**src/rtl/seq_magnitude_comparator.sv**
```systemverilog
// Iterative magnitude comparator: compares two WIDTH-bit operands CHUNK bits
// per cycle, most significant chunk first, stopping at the first differing
// chunk. Optional two's-complement mode biases the sign bit of the top chunk.
module seq_magnitude_comparator #(
  parameter int WIDTH     = 16,
  parameter int CHUNK     = 4,
  parameter bit SIGNED_EN = 1'b1,
  localparam int NCHUNK   = WIDTH / CHUNK,
  localparam int CNT_W    = $clog2(NCHUNK + 1)
) (
  input  logic             clk,
  input  logic             rst,
  input  logic             in_valid,
  output logic             in_ready,
  input  logic [WIDTH-1:0] a,
  input  logic [WIDTH-1:0] b,
  input  logic             signed_mode,
  output logic             out_valid,
  input  logic             out_ready,
  output logic             aeqb,
  output logic             altb,
  output logic             agtb,
  output logic [CNT_W-1:0] cmp_chunks
);

  localparam int IDX_W = (NCHUNK > 1) ? $clog2(NCHUNK) : 1;

  typedef enum logic [1:0] {
    IDLE,
    COMPARE,
    DONE
  } state_t;

  state_t             state_q, state_d;
  logic [WIDTH-1:0]   a_q, b_q;
  logic               sm_q;
  logic [IDX_W-1:0]   idx_q;
  logic [CHUNK-1:0]   ca, cb;
  logic               top_chunk;
  logic               chunk_gt, chunk_lt;

  // Extract chunk i (0 = least significant) from an operand.
  function automatic logic [CHUNK-1:0] chunk_sel(input logic [WIDTH-1:0] v,
                                                 input logic [IDX_W-1:0] i);
    logic [WIDTH-1:0] s;
    s = v >> (CHUNK * int'(i));
    return s[CHUNK-1:0];
  endfunction

  // Flipping the sign bit maps two's-complement order onto unsigned order,
  // so the top chunk can still be compared with a plain unsigned compare.
  function automatic logic [CHUNK-1:0] sign_bias(input logic [CHUNK-1:0] c,
                                                 input logic en);
    logic [CHUNK-1:0] m;
    m          = '0;
    m[CHUNK-1] = en;
    return c ^ m;
  endfunction

  // State register.
  always_ff @(posedge clk or posedge rst) begin
    if (rst) state_q <= IDLE;
    else     state_q <= state_d;
  end

  // Chunk compare, next-state and handshake outputs.
  always_comb begin
    state_d   = state_q;
    in_ready  = 1'b0;
    out_valid = 1'b0;
    top_chunk = (idx_q == IDX_W'(NCHUNK - 1));
    ca        = sign_bias(chunk_sel(a_q, idx_q), sm_q & top_chunk);
    cb        = sign_bias(chunk_sel(b_q, idx_q), sm_q & top_chunk);
    chunk_gt  = (ca > cb);
    chunk_lt  = (ca < cb);
    case (state_q)
      IDLE: begin
        in_ready = 1'b1;
        if (in_valid) state_d = COMPARE;
      end
      COMPARE: begin
        if (chunk_gt || chunk_lt || (idx_q == '0)) state_d = DONE;
      end
      DONE: begin
        out_valid = 1'b1;
        if (out_ready) state_d = IDLE;
      end
      default: state_d = IDLE;
    endcase
  end

  // Operand latch, chunk walk, result flags and chunk count.
  always_ff @(posedge clk or posedge rst) begin
    if (rst) begin
      a_q        <= '0;
      b_q        <= '0;
      sm_q       <= 1'b0;
      idx_q      <= '0;
      cmp_chunks <= '0;
      aeqb       <= 1'b0;
      altb       <= 1'b0;
      agtb       <= 1'b0;
    end else begin
      case (state_q)
        IDLE: begin
          if (in_valid) begin
            a_q        <= a;
            b_q        <= b;
            sm_q       <= signed_mode & SIGNED_EN;
            idx_q      <= IDX_W'(NCHUNK - 1);
            cmp_chunks <= '0;
            aeqb       <= 1'b0;
            altb       <= 1'b0;
            agtb       <= 1'b0;
          end
        end
        COMPARE: begin
          cmp_chunks <= cmp_chunks + CNT_W'(1);
          if (chunk_gt)           agtb  <= 1'b1;
          else if (chunk_lt)      altb  <= 1'b1;
          else if (idx_q == '0)   aeqb  <= 1'b1;
          else                    idx_q <= idx_q - IDX_W'(1);
        end
        DONE: begin
          if (out_ready) begin
            aeqb <= 1'b0;
            altb <= 1'b0;
            agtb <= 1'b0;
          end
        end
        default: ;
      endcase
    end
  end

endmodule

```
**config.mk**
```make
export PLATFORM = sky130hd
export DESIGN_NAME = seq_magnitude_comparator
export DESIGN_NICKNAME = d
export VERILOG_FILES = /design/src/rtl/seq_magnitude_comparator.sv
export SDC_FILE = /design/constraint.sdc
export NUM_CORES = 1
export LEC_CHECK = 0
export ABC_AREA = 1
export CORE_ASPECT_RATIO = 1.1
export CORE_UTILIZATION = 45
export DETAILED_ROUTE_END_ITERATION = 10
export PLACE_DENSITY = 0.72
export RECOVER_POWER = 100
export SETUP_SLACK_MARGIN = 0.05
export SKIP_CTS_REPAIR_TIMING = 1
export SYNTH_ARGS = -nofsm -noshare
export SYNTH_HDL_FRONTEND = slang
export SYNTH_SLANG_ARGS = --single-unit
```
**constraint.sdc**
```tcl
create_clock -name clk -period 2.19 [get_ports clk]
set_input_delay 0.438 -clock clk [delete_from_list [all_inputs] [get_ports clk]]
set_output_delay 0.438 -clock clk [all_outputs]
set_load 0.05 [all_outputs]
```
**Yosys cells after proc, flatten, opt, wreduce, memory -nomap -nowiden**

Cells that the tools add are included.

- Input port bits: 37
- Flip-flop bits (word level): 43
- Output and inout port bits: 8
- Word-level logic and storage cells: 67

- Equality and inequality tests: 12
- Magnitude comparators: 2
- Muxes and demuxes: 24
- Add/sub/neg operators: 2
- Bitwise operators: 3
- Shift-type cells: 2
- Reductions and logical operators: 13

Operators by type and width:

| operator | count |
|---|---|
| right shift 16 x 4 -> 4 bit | 2 |
| != test 2 bit, second input constant | 9 |
| 2-to-1 mux 2 bit | 7 |
| 2-to-1 mux 1 bit | 10 |
| AND reduction 5 bit | 2 |
| one-hot mux 1 bit (3 select lines) | 3 |
| XOR 4 bit | 2 |
| one-hot mux 2 bit (3 select lines) | 1 |
| one-hot mux 3 bit (2 select lines) | 1 |
| AND reduction 6 bit | 1 |
| == test 2 bit, second input constant | 2 |
| greater-than comparator 4 bit | 1 |
| zero test 2 bit | 2 |
| < comparator 4 bit | 1 |
| one-hot mux 2 bit (2 select lines) | 1 |
| AND reduction 2 bit | 2 |
| AND reduction 4 bit | 1 |
| adder 3 x 1 -> 3 bit, second input constant | 1 |
| 2-to-1 mux 3 bit | 1 |
| AND reduction 3 bit | 1 |
| nonzero test 3 bit | 1 |
| == test 2 x 1 -> 1 bit, second input constant | 1 |
| logical OR 1 bit | 2 |
| nonzero test 2 bit | 1 |
| other kinds (2) | 2 |

**Depth between registers and ports, before layout**

Gate-level depths: netlist of the first run.

- Word-level depth: 8
- Mapped depth: 16
- Mapped depth without buffers: 15

**Worst setup path after synthesis of the first run**

No wires, ideal clock.

- Kind: reg-to-reg
- Start: reg idx_q[1]
- End: reg aeqb
- Setup slack: 311 ps
- Arrival time: 1759 ps
- Stages on the path, launching flop included: 16
- Setup time: 119 ps
- Data required time: 2071 ps
- Path buffers: 1
- Clock period less this slack: 1879 ps
- Path through: dfrtp_1 buf_2 clkinv_1 nand3_1 nand2_1 xor2_1 ha_1 nand2_1 inv_1 nand2_1 nand2_1 nand2_1 nand2_1 nand2_1 nand2_1 nand2_1

- Longest elaborated chain between the ends: 6
- Elaborated cells between the ends (all ways): 13
- Classes of those cells: 2 x order compare; 4 x eq/ne; 2 x shift; 3 x bitwise; 2 x reduce/logical

Ends and longest elaborated chain:

| element | line | source |
|---|---|---|
| start, declared | 37 | `logic [IDX_W-1:0] idx_q;` |
| start signal, assigned | 110 | `idx_q <= IDX_W'(NCHUNK - 1);` |
| start signal, assigned | 122 | `else idx_q <= idx_q - IDX_W'(1);` |
| branches (longest 5 deep; another with < comparator 4 bit) | -- |  |
| AND reduction 6 bit (no source line) (*) | -- |  |
| end signal, assigned | 100 | `aeqb <= 1'b0;` |
| end signal, assigned | 112 | `aeqb <= 1'b0;` |
| end signal, assigned | 121 | `else if (idx_q == '0) aeqb <= 1'b1;` |
| end, declared | 20 | `output logic aeqb,` |

Every way passes the cells marked *.
A chain may end at the register's enable or synchronous reset.

**Final worst setup path of the first run**

- Start: reg idx_q[0]
- End: reg idx_q[0]

- Longest elaborated chain between the ends: 6
- Elaborated cells between the ends (all ways): 18
- Classes of those cells: 1 x add/sub; 2 x order compare; 4 x eq/ne; 2 x shift; 4 x mux; 3 x bitwise; 2 x reduce/logical

Ends and longest elaborated chain:

| element |
|---|
| branches (longest 6 deep; another with < comparator 4 bit) |

Parallel ways; which one is timed is not known. The select of a mux whose other input is x is not followed.

==> results of run 1 <==
-- report_power, final --
group / leakage [nW] / switching, mW / internal, mW
Clock: 0.0515 / 0.249 / 0.288
Sequential: 0.509 / 0.246 / 1.19
Combinational: 0.703 / 1.25 / 0.934
-- metrics by stage --
step                hold WS, ps  cells
floorplan                   476    212
global placement            454    311
detailed placement          465    311
CTS                         474    319
global route                491    319
finish                      459    319
-- registers in the layout, summed over array words and instances (netlist names) --
name        cells
sm_q            1
a_q            16
b_q            16
aeqb            1
state_q         2
cmp_chunks      3
agtb            1
idx_q           2
altb            1
-- cell type report --
cell class	count	area share (%)
Sequential cell	43	39.6
Multi-Input combinational cell	143	33.9
Timing Repair Buffer	51	17.7
Clock buffer	8	3.68
Inverter	18	2.62
Tap cell	56	2.57
-- metal layers --
layer | wire length [µm] | GRT usage [%] | vias to the layer above
li1 | - | - | 801
met1 | 1960 | 23.9 | 708
met2 | 1700 | 25.9 | 35
met3 | 138 | 3.18 | 6
met4 | 62 | 9.03 | 0
met5 | 0 | 0 | -
-- cells in the final DEF, fill, tap and decap left out, types with 5 or more instances in the layout --
cell type        synthesis  layout
dfrtp_1                 43      42
nand2_1                 39      38
clkdlybuf4s50_1          0      34
nor2_1                  23      22
mux2_1                   0      19
inv_1                   17      16
o21ai_0                 13      13
mux2_2                  11      11
a21oi_1                 10       9
nand3_1                  8       8
dlygate4sd3_1            0       8
ha_1                     7       7
clkbuf_8                 0       7
buf_4                    0       5
-- cell families after synthesis --
logic type | after synthesis
muxes | 30
adders and majority gates | 7
DFF | 43
and+or+nand+nor | 77
xor gates and xnor gates | 2
AOI/OAI and AO/OA | 27
buffers and inverters | 26
-- critical path, delay by kind of cell, from the launching register on --
| kind | cells | cell delay [ps] |
|---|---|---|
| XOR/XNOR | 1 | 170 |
| buffers and inverters | 2 | 210 |
| flip-flops | 1 | 410 |
| AND/OR/NAND/NOR | 8 | 650 |
| adder cells (fa/ha/maj) | 2 | 480 |
-- path summary, 6_finish.rpt --
kind | depth (start not counted) | slack [ps] | endpoint
min in group asynchronous | 3 | 890 | a_q[12]$_DFFE_PP0P_
hold / removal | 1 | 460 | cmp_chunks[2]$_DFFE_PP0P_
setup / recovery | 13 | 160 | idx_q[0]$_DFFE_PP0P_
setup reg to reg | 13 | 160 | idx_q[0]$_DFFE_PP0P_
max in group asynchronous | 3 | 620 | idx_q[1]$_DFFE_PP0P_
hold reg to reg | 1 | 460 | cmp_chunks[2]$_DFFE_PP0P_
==> impl_results.md, run 1 <==
- Die Y: around 75 µm
- Post-synthesis simple-gate area fraction: ~15%
- Router iterations before antenna repair: 4
- Max Freq: just under 500 MHz
- 1st-iter DRT viols: just under 100
- Setup TNS: 0 ps
- FF+latch count, synth: 43
- Antenna Cells: 0
- Largest cells by area after synthesis: dfrtp_1 49%, mux2_4 13%, nand2_1 6.7%, mux2_2 5.7%, ha_1 4.0%
- Cell area after layout: between 2000 and 3000 µm²
- Syn_nets: ~260
- Max FO, Critical Path: 12
- Minimum clock period: around 2000 ps
- Largest net degree at the start of global routing: 44
- Ys async rst share: 100%
- Yosys top cell area share: about half
- Total wire length: 3.86 mm
- Slew margin rel.: 34.1%
- Final setup vio count: 0
- Setup crit start: idx_q[0]$_DFFE_PP0P_
- Layout cell share with drive strength beyond 1: between 10% and 20%
- Worst EP required: between 2000 and 2500 ps
- Vias in the first global route: 1,440
- Io pins: 45
- Mapped cell area: approximately 2200 µm²
- Htree depth: 2
- Slowest CP cell: dfrtp_1
- Critical path's most frequent cell: nand2_1
- Post-synthesis mux area share: roughly a fifth
- IO Port Bufs: 44
- Seq. cell area: 1080 µm²
- DR WL/cell: 12.1 µm
- Max IR drop VDD: around 0.6 mV
- Status: finished, final reports clean
- CP arrival: around 2200 ps
- Area leader, netlist: dfrtp_1
- R2r startpoint: idx_q[0]$_DFFE_PP0P_
- Worst Slack Setup Final: about 160 ps
- Total CTS buffers: 5
- Nets: approximately 310
- Tot Pwr: about 4.2 mW
- Post-DP HPWL: approximately 2.8 mm
- Number of antenna violations at the first check in global routing: 0
- Layout fillers: 440
- Main flop type after synthesis: dfrtp_1
- CTS clock-pin slew for the worst setup and hold paths: around 70 ps
- Setup WS pre-CTS: roughly 160 ps
- Cell variety after synth: 24
- RSZ-0062 raised after global routing: no
- Worst Tran Pin Value: approximately 990 ps
- Count leader, synth: dfrtp_1
- Xor and xnor fraction of the mapped netlist area: less than 1%
- Core area: around 4700 µm²
- Largest family of logic cells by synthesized area: multiplexers
- Initial Util: between 40% and 50%
- CP Launch Type: flop
- Hold wc startpoint: cmp_chunks[2]$_DFFE_PP0P_
- Post-Route Skew: 4.23 ps
- Vias: ~1,600
- PD cells: approximately 1500 nW/µm²
- First-pass GRT wire length: ~6.5 mm
- Post-Synth Adder-Cell Area: under 10%
- Pins Over Slew Limit: 0
- Crit Path Category: reg2reg
- Die width: slightly below 70 µm
- Compound-Gate Fraction of Synth Area: under 10%
- Residual DRC: 0
- Tightest Hold Check Type: reg2reg
- CTS sink count: 43
- Post-Synthesis Cells: roughly 210
- Cell Rows: 26
- CP endpoint kind: flop
- Tcrit/Tclk final: between 90% and 100%
- Number of max-cap violations: 0
- Global route overflow: 0
- Root Buffer: clkbuf_8
- CTS tree: done
- EDFF count, synth: 0
- Post-layout util: about three fifths
- Post-synth top cells: 43 x dfrtp_1, 39 x nand2_1, 23 x nor2_1
- Ys Warns: 0
- Mean Syn Cell Area: ~10 µm²
- Hold Violations, Final: 0
- Worst path max stage delay: between 400 and 500 ps
- CTS max path bufs: 2
- Area added between synthesis and finish: 24.4%
- Total GRT Usage: 17.4%
- Detail Route Antenna Nets: 0
- Worst skew pair latency: ~290 ps
- Die area: between 5000 and 6000 µm²
- Dpl cell area: roughly 2700 µm²
- Leak pwr: 1.26 nW
- Placer Congestion: 0.827
- Vias per cell: about 4.9
- Seq/Total Area, Yosys: between 40% and 50%
- Worst-path cell chain: buf_6 > ha_1 > nand2_1 > xor2_1 > ha_1 > nand2_1 > inv_1 > nand2_1 > nand2_2 > nand3_2 > nand2_2 > nand2_1 > nand2_1
- Area of the multi-input gates: a little over 900 µm²
Power figures use the tool's default switching activity.
==> run 2: changes to the inputs <==
PLACE_DENSITY = 0.75   (was 0.72)
clock period = 1.75 ns   (was 2.19 ns; I/O delays follow)
==> run 2 against run 1 <==
  * The run now ends with negative setup slack left
  * First-iteration DRC count increased by 6.1%
  * Combinational power up 55%
  * Sequential power rose by 27%
  * Die area unchanged
  * Critical path depth rose by 3
  * Cell count increased by 2.5%
  * Utilization is 2.9 points higher
  * Critical path type unchanged
  * Non-clock buffer count increased by 8
  * Via count increased by 4.3%
==> impl_results.md, run 2 (synthesized netlist as in run 1, its figures left out) <==
- Leak pwr: 1.31 nW (+3.8%)
- Pins Over Slew Limit: 0 (unchanged)
- Initial Util: 47.0% (unchanged)
- CTS tree: done
- Die area: 5150 µm² (unchanged)
- Cell Rows: 26 (unchanged)
- Failing checks: negative setup slack
- 1st-iter DRT viols: 104 (+6.1%)
- Post-Route Skew: 6.57 ps (+2.34 ps)
- Tot Pwr: 5.84 mW (+40%)
- Die width: 68.5 µm (unchanged)
- CTS clock-pin slew for the worst setup and hold paths: 80 ps (about the same)
- Max FO, Critical Path: 7 (-5)
- Vias in the first global route: 1,568 (+8.9%)
- Post-DP HPWL: 3.21 mm (+14%)
- Setup crit start: idx_q[0]$_DFFE_PP0P_
- Max IR drop VDD: 0.992 mV (+62%)
- Worst EP required: 1930 ps (-440 ps)
- Die Y: 75.1 µm (unchanged)
- IO Port Bufs: 44 (unchanged)
- Vias: 1,617 (+4.3%)
- Critical path's most frequent cell: nand2_2
- CP delay by family, top: simple AND/OR/NAND/NOR gates
- CP endpoint kind: flop
- Area added between synthesis and finish: 30.5%
- Number of max-cap violations: 0 (unchanged)
- Tcrit/Tclk final: 113% (+20 points)
- Tightest Hold Check Type: reg2reg
- CP Launch Type: flop
- Most frequent cells in the layout: 42 x dfrtp_1, 35 x clkdlybuf4s50_1, 26 x nand2_1, 22 x nor2_1, 18 x mux2_1
- Status: finished with violations
- Worst Hold Margin: 462 ps (+2.41 ps)
- Worst Tran Pin Value: 1040 ps (+51.6 ps)
- Hold Violations, Final: 0 (unchanged)
- Nets: 314 (+2.6%)
- Antenna Cells: 0 (unchanged)
- CP arrival: 2160 ps (-50 ps)
- CTS max path bufs: 2 (unchanged)
- Residual DRC: 0 (unchanged)
- Router iterations before antenna repair: 4 (unchanged)
- Placer Congestion: 0.799 (-3.3%)
- Detail Route Antenna Nets: 0 (unchanged)
- Hold wc startpoint: cmp_chunks[2]$_DFFE_PP0P_
- Io pins: 45 (unchanged)
- Crit Path Category: reg2reg
- Final setup vio count: 7 (+7)
- R2r startpoint: idx_q[0]$_DFFE_PP0P_
- Max Freq: 505 MHz (+2.7%)
- Minimum clock period: 1980 ps (-53.3 ps)
- Vias per cell: 4.94 (+1.8%)
- CTS sink count: 43 (unchanged)
- RSZ-0062 raised after global routing: yes
- Top Registers: a_q (16), b_q (16), cmp_chunks (3)
- Slowest CP cell: dfrtp_2
- DR WL/cell: 13.7 µm (+13%)
- Total GRT Usage: 18.8% (+1.4 points)
- Total CTS buffers: 5 (unchanged)
- Total wire length: 4.47 mm (+16%)
- Layout cell share with drive strength beyond 1: 25.1% (+11 points)
- Leading cell type in the layout, fill and taps excluded: dfrtp_1
- Worst skew pair latency: 290 ps (about the same)
- Setup WS pre-CTS: -204 ps (-365 ps)
- Largest net degree at the start of global routing: 44 (unchanged)
- Global route overflow: 0 (unchanged)
- Htree depth: 2 (unchanged)
- Slew margin rel.: 30.7% (-3.4 points)
- First-pass GRT wire length: 7.01 mm (+8.0%)
- Worst Slack Setup Final: -230 ps (-387 ps)
- Crit path buffers/inverters: 3 (+1)
- Core area: 4650 µm² (unchanged)
- Number of antenna violations at the first check in global routing: 0 (unchanged)
- PD cells: 2040 nW/µm² (+34%)
- Root Buffer: clkbuf_8
- Worst path max stage delay: 450 ps (+40 ps)
- Worst-path cell chain: inv_2 > buf_6 > nand2_2 > nand3_2 > nand2_2 > xor2_1 > ha_1 > nand2_2 > inv_2 > nand2_2 > nand2_4 > nand2_2 > nand2_2 > nand2_1 > nand2_1 > nand2_1
[run 2: cell count changes in the layout (fill, tap and decap cells not counted), moves of 3 or more]
cell,delta
nand2_4,+3
dlygate4sd3_1,-7
buf_4,+4
nand3_1,-4
clkbuf_1,+3
nand3_2,+3
nand2_1,-12
nand2_2,+9
[run 2: final timing paths]
path	to	slack (ps)	cells past startpoint
setup / recovery	aeqb$_DFFE_PP0P_	-230	16
hold / removal	cmp_chunks[2]$_DFFE_PP0P_	460	1
setup reg to reg	aeqb$_DFFE_PP0P_	-230	16
hold reg to reg	cmp_chunks[2]$_DFFE_PP0P_	460	1
max in group asynchronous	idx_q[0]$_DFFE_PP0P_	230	3
min in group asynchronous	b_q[5]$_DFFE_PP0P_	820	3
[run 2: power by group]
part           total [mW]  leakage [nW]  internal, mW  switching, mW
combinational        3.40         0.761          1.45           1.96
clock               0.613        0.0412         0.279          0.334
sequential           1.82         0.509          1.49          0.334
total                5.84          1.31          3.21           2.62
[run 2: routing by layer]
layer / global-route usage, % / wire length (µm) / vias to the layer above
li1: - / - / 809
met1: 23.7 / 1980 / 769
met2: 31.7 / 2290 / 34
met3: 3.64 / 150 / 5
met4: 6.94 / 49 / 0
met5: 0 / 0 / -
[run 2: per-stage QoR]
step                      std cells  TNS [ps]  cell area, µm²  util [%]
after detailed placement        315      -958            2770      59.5
after floorplan                 212     -38.7            2210         -
final                           327     -1270            2860      61.4
after global placement          315      -542            2770      59.5
after global routing            327     -1980            2860      61.4
after CTS                       323     -1280            2860      61.4
[run 2: area by class of cell]
cell class / instances / area, µm²
Timing Repair Buffer: 59 / 541
Clock buffer: 6 / 72.6
Multi-Input combinational cell: 143 / 1010
Tap cell: 56 / 70.1
Sequential cell: 43 / 1080
Clock inverter: 2 / 12.5
Inverter: 18 / 68.8
Fill cell: 413 / 1800
